[config.mk]
export PLATFORM = sky130hd
export DESIGN_NAME = climb_camera
export DESIGN_NICKNAME = d
export VERILOG_FILES = /design/src/rtl/climb_pkg.sv /design/src/rtl/scroll_axis.sv /design/src/rtl/climb_camera.sv
export SDC_FILE = /design/constraint.sdc
export NUM_CORES = 1
export LEC_CHECK = 0
export ABC_AREA = 0
export CAP_MARGIN = 30
export CORE_ASPECT_RATIO = 0.6
export CORE_MARGIN = 1
export CORE_UTILIZATION = 35
export DETAILED_ROUTE_END_ITERATION = 12
export SLEW_MARGIN = 20
export SYNTH_ARGS = -nofsm -noshare
export SYNTH_HDL_FRONTEND = slang
export SYNTH_SLANG_ARGS = --single-unit
[constraint.sdc]
create_clock -name clock_65mhz -period 9.2 [get_ports clock_65mhz]
set_clock_uncertainty 0.05 [all_clocks]
set_input_delay 1.84 -clock clock_65mhz [delete_from_list [all_inputs] [get_ports clock_65mhz]]
set_output_delay 1.84 -clock clock_65mhz [all_outputs]
set_load 0.005 [all_outputs]
[src/rtl/climb_pkg.sv]
// rtl/climb_pkg.sv - shared types and widths for the climbing camera controller
package climb_pkg;

    typedef enum logic [1:0] {
        FALL   = 2'd0,
        GRAB_R = 2'd1,
        GRAB_L = 2'd2
    } cam_state_t;

    localparam int SCREEN_W  = 1024;
    localparam int SCREEN_H  = 768;

    localparam int SCREENY_W = 13;
    localparam int SCREENX_W = 12;
    localparam int CALC_W    = 14;
    localparam int VEL_W     = 6;

    // Tracked x gets one spare bit so a hand can run past the visible width.
    localparam int HAND_Y_W  = $clog2(SCREEN_H);
    localparam int HAND_X_W  = $clog2(SCREEN_W) + 1;

endpackage

[src/rtl/scroll_axis.sv]
// rtl/scroll_axis.sv - one scroll axis: offset, hand anchor, delta and saturating clamp
module scroll_axis
    import climb_pkg::*;
#(
    parameter int POS_W     = SCREENY_W,
    parameter int HAND_W    = HAND_Y_W,
    parameter int MIN_POS   = -4000,
    parameter int MAX_POS   = 0,
    parameter int RESET_POS = 0
) (
    input  logic                    clk,
    input  logic                    rst_n,
    input  logic                    latch,
    input  logic                    hold,
    input  logic                    step,
    input  logic [HAND_W-1:0]       hand,
    input  logic [VEL_W-1:0]        step_val,
    output logic signed [POS_W-1:0] pos
);

    localparam logic signed [CALC_W-1:0] LO = CALC_W'(MIN_POS);
    localparam logic signed [CALC_W-1:0] HI = CALC_W'(MAX_POS);

    logic [HAND_W-1:0]        anchor;
    logic signed [HAND_W:0]   delta;
    logic signed [CALC_W-1:0] pos_ext;
    logic signed [CALC_W-1:0] sum;
    logic signed [CALC_W-1:0] clamped;

    // Hand moving down (positive delta) scrolls the view up, hence the subtract.
    always_comb begin
        delta   = {1'b0, hand} - {1'b0, anchor};
        pos_ext = {{(CALC_W-POS_W){pos[POS_W-1]}}, pos};
        sum     = pos_ext;
        if (hold) begin
            sum = pos_ext - {{(CALC_W-HAND_W-1){delta[HAND_W]}}, delta};
        end else if (step) begin
            sum = pos_ext + {{(CALC_W-VEL_W){1'b0}}, step_val};
        end
        if (sum < LO) begin
            clamped = LO;
        end else if (sum > HI) begin
            clamped = HI;
        end else begin
            clamped = sum;
        end
    end

    always_ff @(posedge clk or negedge rst_n) begin
        if (!rst_n) begin
            pos    <= POS_W'(RESET_POS);
            anchor <= '0;
        end else begin
            if (latch || hold) begin
                anchor <= hand;
            end
            if (hold || step) begin
                pos <= clamped[POS_W-1:0];
            end
        end
    end

endmodule

[src/rtl/climb_camera.sv]
// rtl/climb_camera.sv - per-frame camera/scroll controller; define CLIMB_SCROLL_X_EN for x tracking
module climb_camera
    import climb_pkg::*;
#(
    parameter int FLOOR_Y  = 0,
    parameter int TOP_Y    = -4000,
    parameter int GRAVITY  = 1,
    parameter int MAX_FALL = 24,
    parameter int X_MIN    = -1024,
    parameter int X_MAX    = 1023
) (
    input  logic                        clock_65mhz,
    input  logic                        reset_n,
    input  logic                        vsync,
    input  logic [HAND_X_W-1:0]         userhand1x,
    input  logic [HAND_Y_W-1:0]         userhand1y,
    input  logic [HAND_X_W-1:0]         userhand2x,
    input  logic [HAND_Y_W-1:0]         userhand2y,
    input  logic                        usergrab1,
    input  logic                        usergrab2,
    output logic signed [SCREENY_W-1:0] screeny,
    output logic signed [SCREENX_W-1:0] screenx,
    output logic                        frame_update,
    output logic [1:0]                  cam_state
);

    localparam logic signed [CALC_W-1:0] FLOOR_C = CALC_W'(FLOOR_Y);

    cam_state_t               state, state_next;
    logic [VEL_W-1:0]         vel, vel_inc;
    logic [VEL_W:0]           vel_sum;
    logic signed [CALC_W-1:0] y_fall;
    logic                     floor_hit;
    logic                     vsync_s, vsync_q, tick;
    logic                     ax_latch, ax_hold, ax_step;
    logic [HAND_Y_W-1:0]      hand_y;

    // Both stages reset low so vsync held low across reset release gives no tick.
    assign tick      = vsync_q & ~vsync_s;
    assign cam_state = state;

    always_comb begin
        state_next = state;
        unique case (state)
            FALL:    if (usergrab1) state_next = GRAB_R;
                     else if (usergrab2) state_next = GRAB_L;
            GRAB_R:  if (!usergrab1) state_next = usergrab2 ? GRAB_L : FALL;
            GRAB_L:  if (!usergrab2) state_next = usergrab1 ? GRAB_R : FALL;
            default: state_next = FALL;
        endcase
    end

    always_comb begin
        ax_latch = 1'b0;
        ax_hold  = 1'b0;
        ax_step  = 1'b0;
        if (tick) begin
            if (state_next == FALL) begin
                ax_step = 1'b1;
            end else if (state_next == state) begin
                ax_hold = 1'b1;
            end else begin
                ax_latch = 1'b1;
            end
        end
        hand_y = (state_next == GRAB_L) ? userhand2y : userhand1y;
    end

    always_comb begin
        vel_sum = {1'b0, vel} + (VEL_W+1)'(GRAVITY);
        if (vel_sum > (VEL_W+1)'(MAX_FALL)) begin
            vel_inc = VEL_W'(MAX_FALL);
        end else begin
            vel_inc = vel_sum[VEL_W-1:0];
        end
        y_fall    = {{(CALC_W-SCREENY_W){screeny[SCREENY_W-1]}}, screeny}
                  + {{(CALC_W-VEL_W){1'b0}}, vel_inc};
        floor_hit = (y_fall >= FLOOR_C);
    end

    always_ff @(posedge clock_65mhz or negedge reset_n) begin
        if (!reset_n) begin
            state <= FALL;
        end else if (tick) begin
            state <= state_next;
        end
    end

    always_ff @(posedge clock_65mhz or negedge reset_n) begin
        if (!reset_n) begin
            vsync_s      <= 1'b0;
            vsync_q      <= 1'b0;
            frame_update <= 1'b0;
            vel          <= '0;
        end else begin
            vsync_s      <= vsync;
            vsync_q      <= vsync_s;
            frame_update <= tick;
            if (tick) begin
                vel <= (ax_step && !floor_hit) ? vel_inc : '0;
            end
        end
    end

    scroll_axis #(
        .POS_W     (SCREENY_W),
        .HAND_W    (HAND_Y_W),
        .MIN_POS   (TOP_Y),
        .MAX_POS   (FLOOR_Y),
        .RESET_POS (FLOOR_Y)
    ) u_axis_y (
        .clk      (clock_65mhz),
        .rst_n    (reset_n),
        .latch    (ax_latch),
        .hold     (ax_hold),
        .step     (ax_step),
        .hand     (hand_y),
        .step_val (vel_inc),
        .pos      (screeny)
    );

`ifdef CLIMB_SCROLL_X_EN
    logic [HAND_X_W-1:0] hand_x;

    assign hand_x = (state_next == GRAB_L) ? userhand2x : userhand1x;

    scroll_axis #(
        .POS_W     (SCREENX_W),
        .HAND_W    (HAND_X_W),
        .MIN_POS   (X_MIN),
        .MAX_POS   (X_MAX),
        .RESET_POS (0)
    ) u_axis_x (
        .clk      (clock_65mhz),
        .rst_n    (reset_n),
        .latch    (ax_latch),
        .hold     (ax_hold),
        .step     (1'b0),
        .hand     (hand_x),
        .step_val ('0),
        .pos      (screenx)
    );
`else
    logic unused_x;

    assign screenx  = '0;
    assign unused_x = ^{userhand1x, userhand2x, X_MIN[0], X_MAX[0]};
`endif

endmodule

* Word level (Yosys, flattened, before mapping)
Cells that the tools add are included.
** Operators by class
- Add/subtract/negate cells :: 4
- $lt $le $gt $ge :: 4
- Equality and inequality tests :: 4
- Mux-type cells :: 22
- Bitwise gates (word level) :: 2
- Reductions and logical operators :: 6
** Operators by type and width (number)
- 14-bit 2-to-1 mux :: 2
- 13-bit 2-to-1 mux :: 2
- 13-bit by 7-bit adder with 14-bit output :: 1
- 14-bit by 1-bit greater-or-equal comparator with 1-bit output (second input constant) :: 1
- 14-bit by 1-bit greater-than comparator with 1-bit output (second input constant) :: 1
- 14-bit by 13-bit less-than comparator with 1-bit output (second input constant) :: 1
- 13-bit by 11-bit subtractor with 14-bit output :: 1
- 6-bit 2-to-1 mux :: 2
- 10-bit by 10-bit subtractor with 11-bit output :: 1
- 10-bit 2-to-1 mux :: 1
- 2-bit 2-to-1 mux :: 5
- 1-bit 2-to-1 mux :: 9
- 6-bit by 1-bit adder with 7-bit output (second input constant) :: 1
- 7-bit by 5-bit greater-than comparator with 1-bit output (second input constant) :: 1
- 2-bit one-hot mux with 3 select lines :: 1
- 2-bit equality test (second input constant) :: 2
- 2-bit logical NOT :: 2
- 2-bit by 1-bit equality test with 1-bit output (second input constant) :: 1
- 2-bit equality test :: 1
- 1-bit logical OR :: 2
- 1-bit AND :: 1
- 1-bit logical AND :: 1
- 1-bit logical NOT :: 1
- 1-bit inverter :: 1
** Storage, ports and cells
- Register bits :: 34
- Word-level logic and storage cells :: 49

* Depth between registers and ports, before layout
Gate-level depths: netlist of the first run.
- Word-level depth :: 11
- Mapped depth :: 26

* Hierarchy
A second synthesis of the first run with hierarchy kept.
** Second synthesis, totals
- Cell total of the unflattened synthesis :: 451
- Area, all modules :: 3837.4 µm²
** By module, submodules not included
- scroll_axis :: times used 1, cells an instance 338, area each 2817.7 µm², seq. area each 575.6 µm²
- climb_camera :: times used 1, cells an instance 113, area each 1019.7 µm², seq. area each 275.3 µm²

* Least setup slack after synthesis of the first run
No wires, ideal clock.
- Kind :: in2reg
- Start :: in usergrab1
- End :: reg u_axis_y.pos[1]
- Arrival time :: 6.272 ns
- Path slack :: 2.784 ns
- Stages on the path :: 26
- Buffers on the path :: 2
- Cell sequence :: mux2i_1 -> nand2_1 -> clkbuf_1 -> mux2i_1 -> inv_1 -> ha_1 -> nor2b_1 -> o21ai_0 -> a21boi_0 -> o21ai_0 -> a21oi_1 -> o21ai_0 -> nand2b_1 -> a211o_1 -> o311a_1 -> ha_1 -> clkbuf_1 -> a21o_1 -> a21o_1 -> a21oi_1 -> o31a_1 -> xnor2_1 -> mux2i_1 -> a41o_1 -> o22a_2 -> a221oi_2
** On the way
- Cells in the longest elaborated chain, start to end :: 11
** RTL lines
- from (decl) :: line climb_camera.sv:19 : input logic usergrab1,
- 1-bit 2-to-1 mux :: line climb_camera.sv:48 : GRAB_L: if (!usergrab2) state_next = usergrab1 ? GRAB_R : FALL;
- 2-bit 2-to-1 mux :: line climb_camera.sv:48
- 2-bit one-hot mux with 3 select lines * :: line climb_camera.sv:44 : unique case (state)
- 2-bit equality test * :: line climb_camera.sv:66 : hand_y = (state_next == GRAB_L) ? userhand2y : userhand1y;
- 10-bit 2-to-1 mux * :: line climb_camera.sv:66
- via hand_y[1] :: line climb_camera.sv:36 : logic [HAND_Y_W-1:0] hand_y;
- 10-bit by 10-bit subtractor with 11-bit output * :: line scroll_axis.sv:32 : delta = {1'b0, hand} - {1'b0, anchor};
- 13-bit by 11-bit subtractor with 14-bit output * :: line scroll_axis.sv:36 : sum = pos_ext - {{(CALC_W-HAND_W-1){delta[HAND_W]}}, delta};
- 14-bit 2-to-1 mux * :: line scroll_axis.sv:35 : if (hold) begin
- 14-bit by 1-bit greater-than comparator with 1-bit output :: line scroll_axis.sv:42 : end else if (sum > HI) begin
- 13-bit 2-to-1 mux :: line scroll_axis.sv:42
- 13-bit 2-to-1 mux * :: line scroll_axis.sv:40 : if (sum < LO) begin
- to (signal assigned) :: line scroll_axis.sv:51 : pos <= POS_W'(RESET_POS);
- to (signal assigned) :: line scroll_axis.sv:58 : pos <= clamped[POS_W-1:0];
- to (decl) :: line scroll_axis.sv:18 : output logic signed [POS_W-1:0] pos
The timed path passes the listed nets; every way through them passes the cells marked *.
A chain may end at the register's enable or synchronous reset.

* Worst setup path in the final report of the first run
Ends and elaborated chain as after synthesis.

==> flow_summary.yaml, run 1 <==
status:
  status: "complete, no violations"
cells_and_area:
  diodes: 0
  drive_gt1_frac: 0.0764
  areaGrowthSynthToFinish_pct: 18.9
  ff_latch_area_um2: 851
  nets: 537
  postLayoutCellArea_um2: 4090
  multiInputGateArea_um2: 2360
  instances_no_fill: 588
  fillers: 931
die:
  die_h_um: 78.8
  chipWidth_um: 130
  ioPinCount: 75
  fp.coreArea_um2: 9360
  num_rows: 27
  dieArea_um2: 10200
  start_util: 0.368
global_routing:
  grt_pass1_wl_mm: 14.0
  grt_overflow: 0
  grtUsageTotal: 0.179
  grt_pass1_vias: 2788
  grt_max_degree: 35
  antenna_found_initial: 0
pwr:
  irDropWorstVdd_uv: 107
  switching_share: 0.409
  clkPwrFrac: 0.232
  p_int_mw: 0.494
  p_leak_nw: 1.83
  p_per_area_nw_per_um2: 205
  switchingPower_mw: 0.343
  seq_power_share: 0.232
  p_comb_frac: 0.535
  finalPower_mw: 0.837
min_path:
  hp-class: "reg2reg"
  hold_depth: 0
route:
  vias: 3030
  drtIter0Drc: 182
  drc_errors: 0
  wl_per_cell_um: 14.9
  drt_first_pass_iters: 5
  vias_per_cell: 5.15
  wirelength_mm: 8.76
  drtAntennaViolNets: 0
placement:
  dp_hpwl_mm: 6.77
  dpl_cell_area_um2: 3930
  dpl.cell_count: 580
  io_buffers: 40
  routabilityCongestion: 0.832
worst_setup_path:
  reg2reg_depth: 23
  worstSetupEndpointType: "register"
  required_ns: 9.34
  max_stage_delay_ns: 0.58
  crit_path_start_kind: "input pin"
  crit_chain: "clkdlybuf4s50_1, mux2i_1, nand2_1, mux2i_1, inv_1, ha_1, nor2b_1, o21ai_0, a21boi_0, o21ai_0, a21oi_1, o21ai_0, nand2b_1, xnor2_1, ha_1, nand4_1, a211oi_2, o21ai_0, and4b_1, a21oi_1, a2111oi_4, a41o_1, o22a_2, a221oi_2"
  crit_top_cell: "o21ai_0"
  path_class: "in2reg"
  critPathMaxFanout: 11
  cp_data_arrival_time_ns: 7.42
  cp_slowest_cell: "clkdlybuf4s50_1"
timing:
  timing.final.crit_share: 0.791
  slew_headroom: 0.599
  worst_slew_pin_slew_ns: 0.592
  rsz0062_at_grt: "false"
  drv_slew: 0
  hold-worst-slack_ns: 0.359
  layout_min_cycle_time_ns: 7.28
  max_freq_mhz: 137
  finalSetupViolations: 0
  hold_violations: 0
  fin_setup_tns_ns: 0
yosys:
  syn-mean-instance-area_um2: 8.21
  yosys.area.top_type: "dfrtp_1"
  syn_area_um2: 3440
  synth_cells: 419
  ys_seq_elements: 34
  synthFlopType: "dfrtp_1"
  yosysWarningCount: 0
  ys_seq_area_frac: 0.247
  synth_edf_count: 0
  yosys-top-cells-count: "nand2_1 (43), dfrtp_1 (34), inv_1 (34), o21ai_0 (32), ha_1 (30)"
  synth.most_common_cell: "nand2_1"
  synth_top_area_frac: 0.247
  synth.distinct_cells: 66
  synthArstFlopShare: 1.00
  yosys-top-cells-area: "dfrtp_1 (25%), ha_1 (11%), nand2_1 (4.7%)"
clocking:
  postCtsSetupBuffers: 0
  cts.repair.resized: 0
  clk_pin_slew_ns: 0.06
  clk_latency_ns: 0.28
  htree_num_levels: 2
  cts_hold_buf: 0
  cts_buffers: 5
  clock_sinks: 34
  cts_tree: "built"
  cts_root_buf: "clkbuf_16"
  clockBufferDepth: 2
flow_run:
  cap_violations: 0
-- path summary, 6_finish.rpt --
path	startpoint	to	slack (ns)
worst max register to register	cam_state[1]	u_axis_y.pos[1]	3.52
worst min-delay path	vsync_s	vsync_q	0.36
min in group asynchronous	reset_n	u_axis_y.anchor[1]	1.93
worst max-delay path	usergrab1	u_axis_y.pos[1]	1.92
worst min register to register	vsync_s	vsync_q	0.36
max in group asynchronous	reset_n	vel[3]	6.83
-- flip-flops by register name, indices dropped and copies added, names as in the netlist --
signal	cells
vel	6
u_axis_y.anchor	10
vsync_s	1
vsync_q	1
cam_state	2
frame_update	1
u_axis_y.pos	13
-- worst max-delay path, delay by kind of cell --
family          cells  cell delay, ns
fa+ha+maj           2            0.63
buf+inv             2            0.67
mux                 2            0.53
xor+xnor            1            0.16
compound gates     12            2.59
simple gates        5            0.96
-- power by group through the flow --
stage,clock network (mW),logic [mW],registers [mW]
2_1_floorplan,0,0.335,0.189
3_3_place_gp,0,0.427,0.196
3_5_place_dp,0,0.440,0.196
4_1_cts,0.198,0.444,0.194
5_1_grt,0.201,0.497,0.198
6_report,0.194,0.448,0.195
-- metal layers --
layer / track usage / part of all wire / vias up / wire [um]
met5: 0 / 0 / - / 0
met4: 0.0337 / 0.0058 / 0 / 51
met3: 0.0357 / 0.069 / 6 / 606
met2: 0.257 / 0.38 / 91 / 3370
met1: 0.272 / 0.54 / 1399 / 4740
li1: - / - / 1534 / -
-- stage by stage --
step / setup slack [ns] / util
floorplan: 2.78 / -
global placement: 1.77 / 0.419
detailed placement: 1.65 / 0.420
CTS: 1.93 / 0.437
global route: 1.55 / 0.437
finish: 1.92 / 0.437
-- layout make-up --
cell class                 instances  area share
clock buffer                       7      0.0324
clock inverter                     1     0.00734
inverter                          34      0.0312
multi-input combinational        338       0.576
sequential                        34       0.208
tap                              130      0.0398
timing repair buffer              44       0.105
-- layout by cell type, fill, tap and decap left out, drive strengths merged, types with 14 or more instances in the layout --
cell type / count
clkdlybuf4s50: 40
inv: 34
a21oi: 31
ha: 30
dfrtp: 34
nand2: 44
nor2: 27
o21ai: 44
nand3: 14
-- logic make-up (layout without fill, tap and decap cells) --
kind of cell,Yosys count,count (layout),synth area share
compound gates,128,128,0.258
simple gates,128,128,0.184
buf+inv,59,86,0.0808
flops,34,34,0.247
fa+ha+maj,33,33,0.127
xor+xnor,20,20,0.0509
mux,16,16,0.0509
other cells,1,13,0.00109
(Power assumes the default switching activity.)
==> run 2, diff against run 1 <==
clock period = 6.2 ns   (was 9.2 ns; I/O delays follow)
==> flow_summary.yaml, run 2 (synthesis gave the netlist of run 1 again) <==
status:
  status: "complete, no violations"
route:
  drtIter0Drc: 138
  drc_errors: 0
  vias_per_cell: 5.07
  vias: 3126
  wirelength_mm: 9.13
  wl_per_cell_um: 14.8
  drtAntennaViolNets: 0
  drt_first_pass_iters: 4
worst_setup_path:
  crit_top_cell: "buf_4"
  max_stage_delay_ns: 0.47
  critPathMaxFanout: 10
  r2r-start: "cam_state[1]"
  path_class: "in2reg"
  regToRegEndpoint: "u_axis_y.pos[1]"
  worstSetupEndpointType: "register"
  required_ns: 6.35
  crit_path_end: "u_axis_y.pos[1]"
  cp_data_arrival_time_ns: 6.06
  reg2reg_depth: 24
  r2r_setup_slack_ns: 1.16
  worstSetupStartpoint: "usergrab1"
  crit_path_start_kind: "input pin"
  cp_slowest_cell: "clkdlybuf4s50_1"
global_routing:
  antenna_found_initial: 0
  grtUsageTotal: 0.188
  grt_pass1_wl_mm: 14.7
  grt_pass1_vias: 2942
  grt_overflow: 0
  grt_max_degree: 35
timing:
  hold_violations: 0
  worst_slew_pin_slew_ns: 0.572
  drv_slew: 0
  timing.final.crit_share: 0.953
  finalSetupViolations: 0
  max_freq_mhz: 169
  slew_headroom: 0.619
  layout_min_cycle_time_ns: 5.91
  rsz0062_at_grt: "false"
  fin_setup_tns_ns: 0
pwr:
  p_int_mw: 0.785
  switchingPower_mw: 0.533
  irDropWorstVdd_uv: 191
  finalPower_mw: 1.32
  p_comb_frac: 0.581
  seq_power_share: 0.221
  p_per_area_nw_per_um2: 303
  p_leak_nw: 1.96
  clkPwrFrac: 0.198
  switching_share: 0.404
placement:
  dp_hpwl_mm: 7.06
  io_buffers: 40
  routabilityCongestion: 0.875
cells_and_area:
  layout_commonest_cell: "nand2_1"
  diodes: 0
  fillers: 930
  areaGrowthSynthToFinish_pct: 26.3
  final_cell_mix: "nand2_1 (43), clkdlybuf4s50_1 (40), inv_1 (34), dfrtp_1 (34), buf_4 (32)"
  top_regs: "u_axis_y.pos x13, u_axis_y.anchor x10, vel x6"
  nets: 565
  largest_register_ff_count: 13
  max_flop_register: "u_axis_y.pos"
  drive_gt1_frac: 0.146
die:
  chipWidth_um: 130
  dieArea_um2: 10200
  num_rows: 27
  ioPinCount: 75
  start_util: 0.368
  die_h_um: 78.8
  fp.coreArea_um2: 9360
clocking:
  htree_num_levels: 2
  clk_latency_ns: 0.28
  cts_tree: "built"
  cts_hold_buf: 0
  clk_pin_slew_ns: 0.06
  cts_buffers: 5
  clock_sinks: 34
  cts_root_buf: "clkbuf_16"
  clockBufferDepth: 2
min_path:
  hp-class: "reg2reg"
flow_run:
  cap_violations: 0
run 2: cell count changes in the layout (fill, tap and decap cells not counted), sizes merged:
cell and change:
bufinv -1, clkinv +1, buf +28
run 2: cell type report:
| type | count | area [um^2] | share of cell area |
|---|---|---|---|
| Timing Repair Buffer | 72 | 641 | 0.148 |
| Sequential cell | 34 | 851 | 0.196 |
| Tap cell | 130 | 163 | 0.0375 |
| Inverter | 34 | 128 | 0.0294 |
| Clock buffer | 7 | 143 | 0.0328 |
| Multi-Input combinational cell | 338 | 2410 | 0.556 |
| Clock inverter | 1 | 5.00 | 0.00115 |
run 2: per-stage QoR:
stage | hold slack [ns] | setup slack (ns) | utilization | instances | area (um^2)
after detailed placement | 0.340 | -0.0852 | 0.442 | 608 | 4140
after CTS | 0.354 | 0.209 | 0.458 | 616 | 4290
after global placement | 0.310 | -0.0598 | 0.441 | 607 | 4130
after global routing | 0.353 | 0.00609 | 0.464 | 616 | 4340
final | 0.349 | 0.289 | 0.464 | 616 | 4340
after floorplan | 0.304 | 0.384 | - | 431 | 3480
run 2: per-layer routing:
layer | vias up | track usage | part of all wire
li1 | 1593 | - | -
met1 | 1446 | 0.283 | 0.53
met2 | 85 | 0.272 | 0.40
met3 | 2 | 0.0357 | 0.070
met4 | 0 | 0.0430 | 0.0021
met5 | - | 0 | 0
run 2: worst min path at each step:
stage | slack [ns] | end | cells after the start | startpoint
3_5_place_dp | 0.34 | vsync_q | 0 | vsync_s
4_1_cts | 0.35 | vsync_q | 0 | vsync_s
5_1_grt | 0.35 | vsync_q | 0 | vsync_s
6_report | 0.35 | vsync_q | 0 | vsync_s
3_3_place_gp | 0.31 | vsync_q | 0 | vsync_s
2_1_floorplan | 0.30 | vsync_q | 0 | vsync_s
run 2: power groups by stage:
stage | registers (mW) | clock network (mW) | logic [mW]
after floorplan | 0.281 | 0 | 0.497
after global placement | 0.292 | 0 | 0.718
after detailed placement | 0.293 | 0 | 0.735
after CTS | 0.290 | 0.269 | 0.743
after global routing | 0.296 | 0.277 | 0.848
final | 0.291 | 0.261 | 0.765
run 2: timing repair:
item / in CTS / in global routing
resized for setup: 0 / 10
setup buffers: 0 / 0
setup endpoints to repair: 0 / 11
run 2: critical path, delay by kind of cell:
family | cells | cell delay, ns
multiplexers | 2 | 0.42
AND/OR/NAND/NOR | 6 | 0.94
AO/OA/AOI/OAI | 9 | 1.70
XOR/XNOR | 1 | 0.15
buffers and inverters | 5 | 1.03
adder cells (fa/ha/maj) | 2 | 0.59
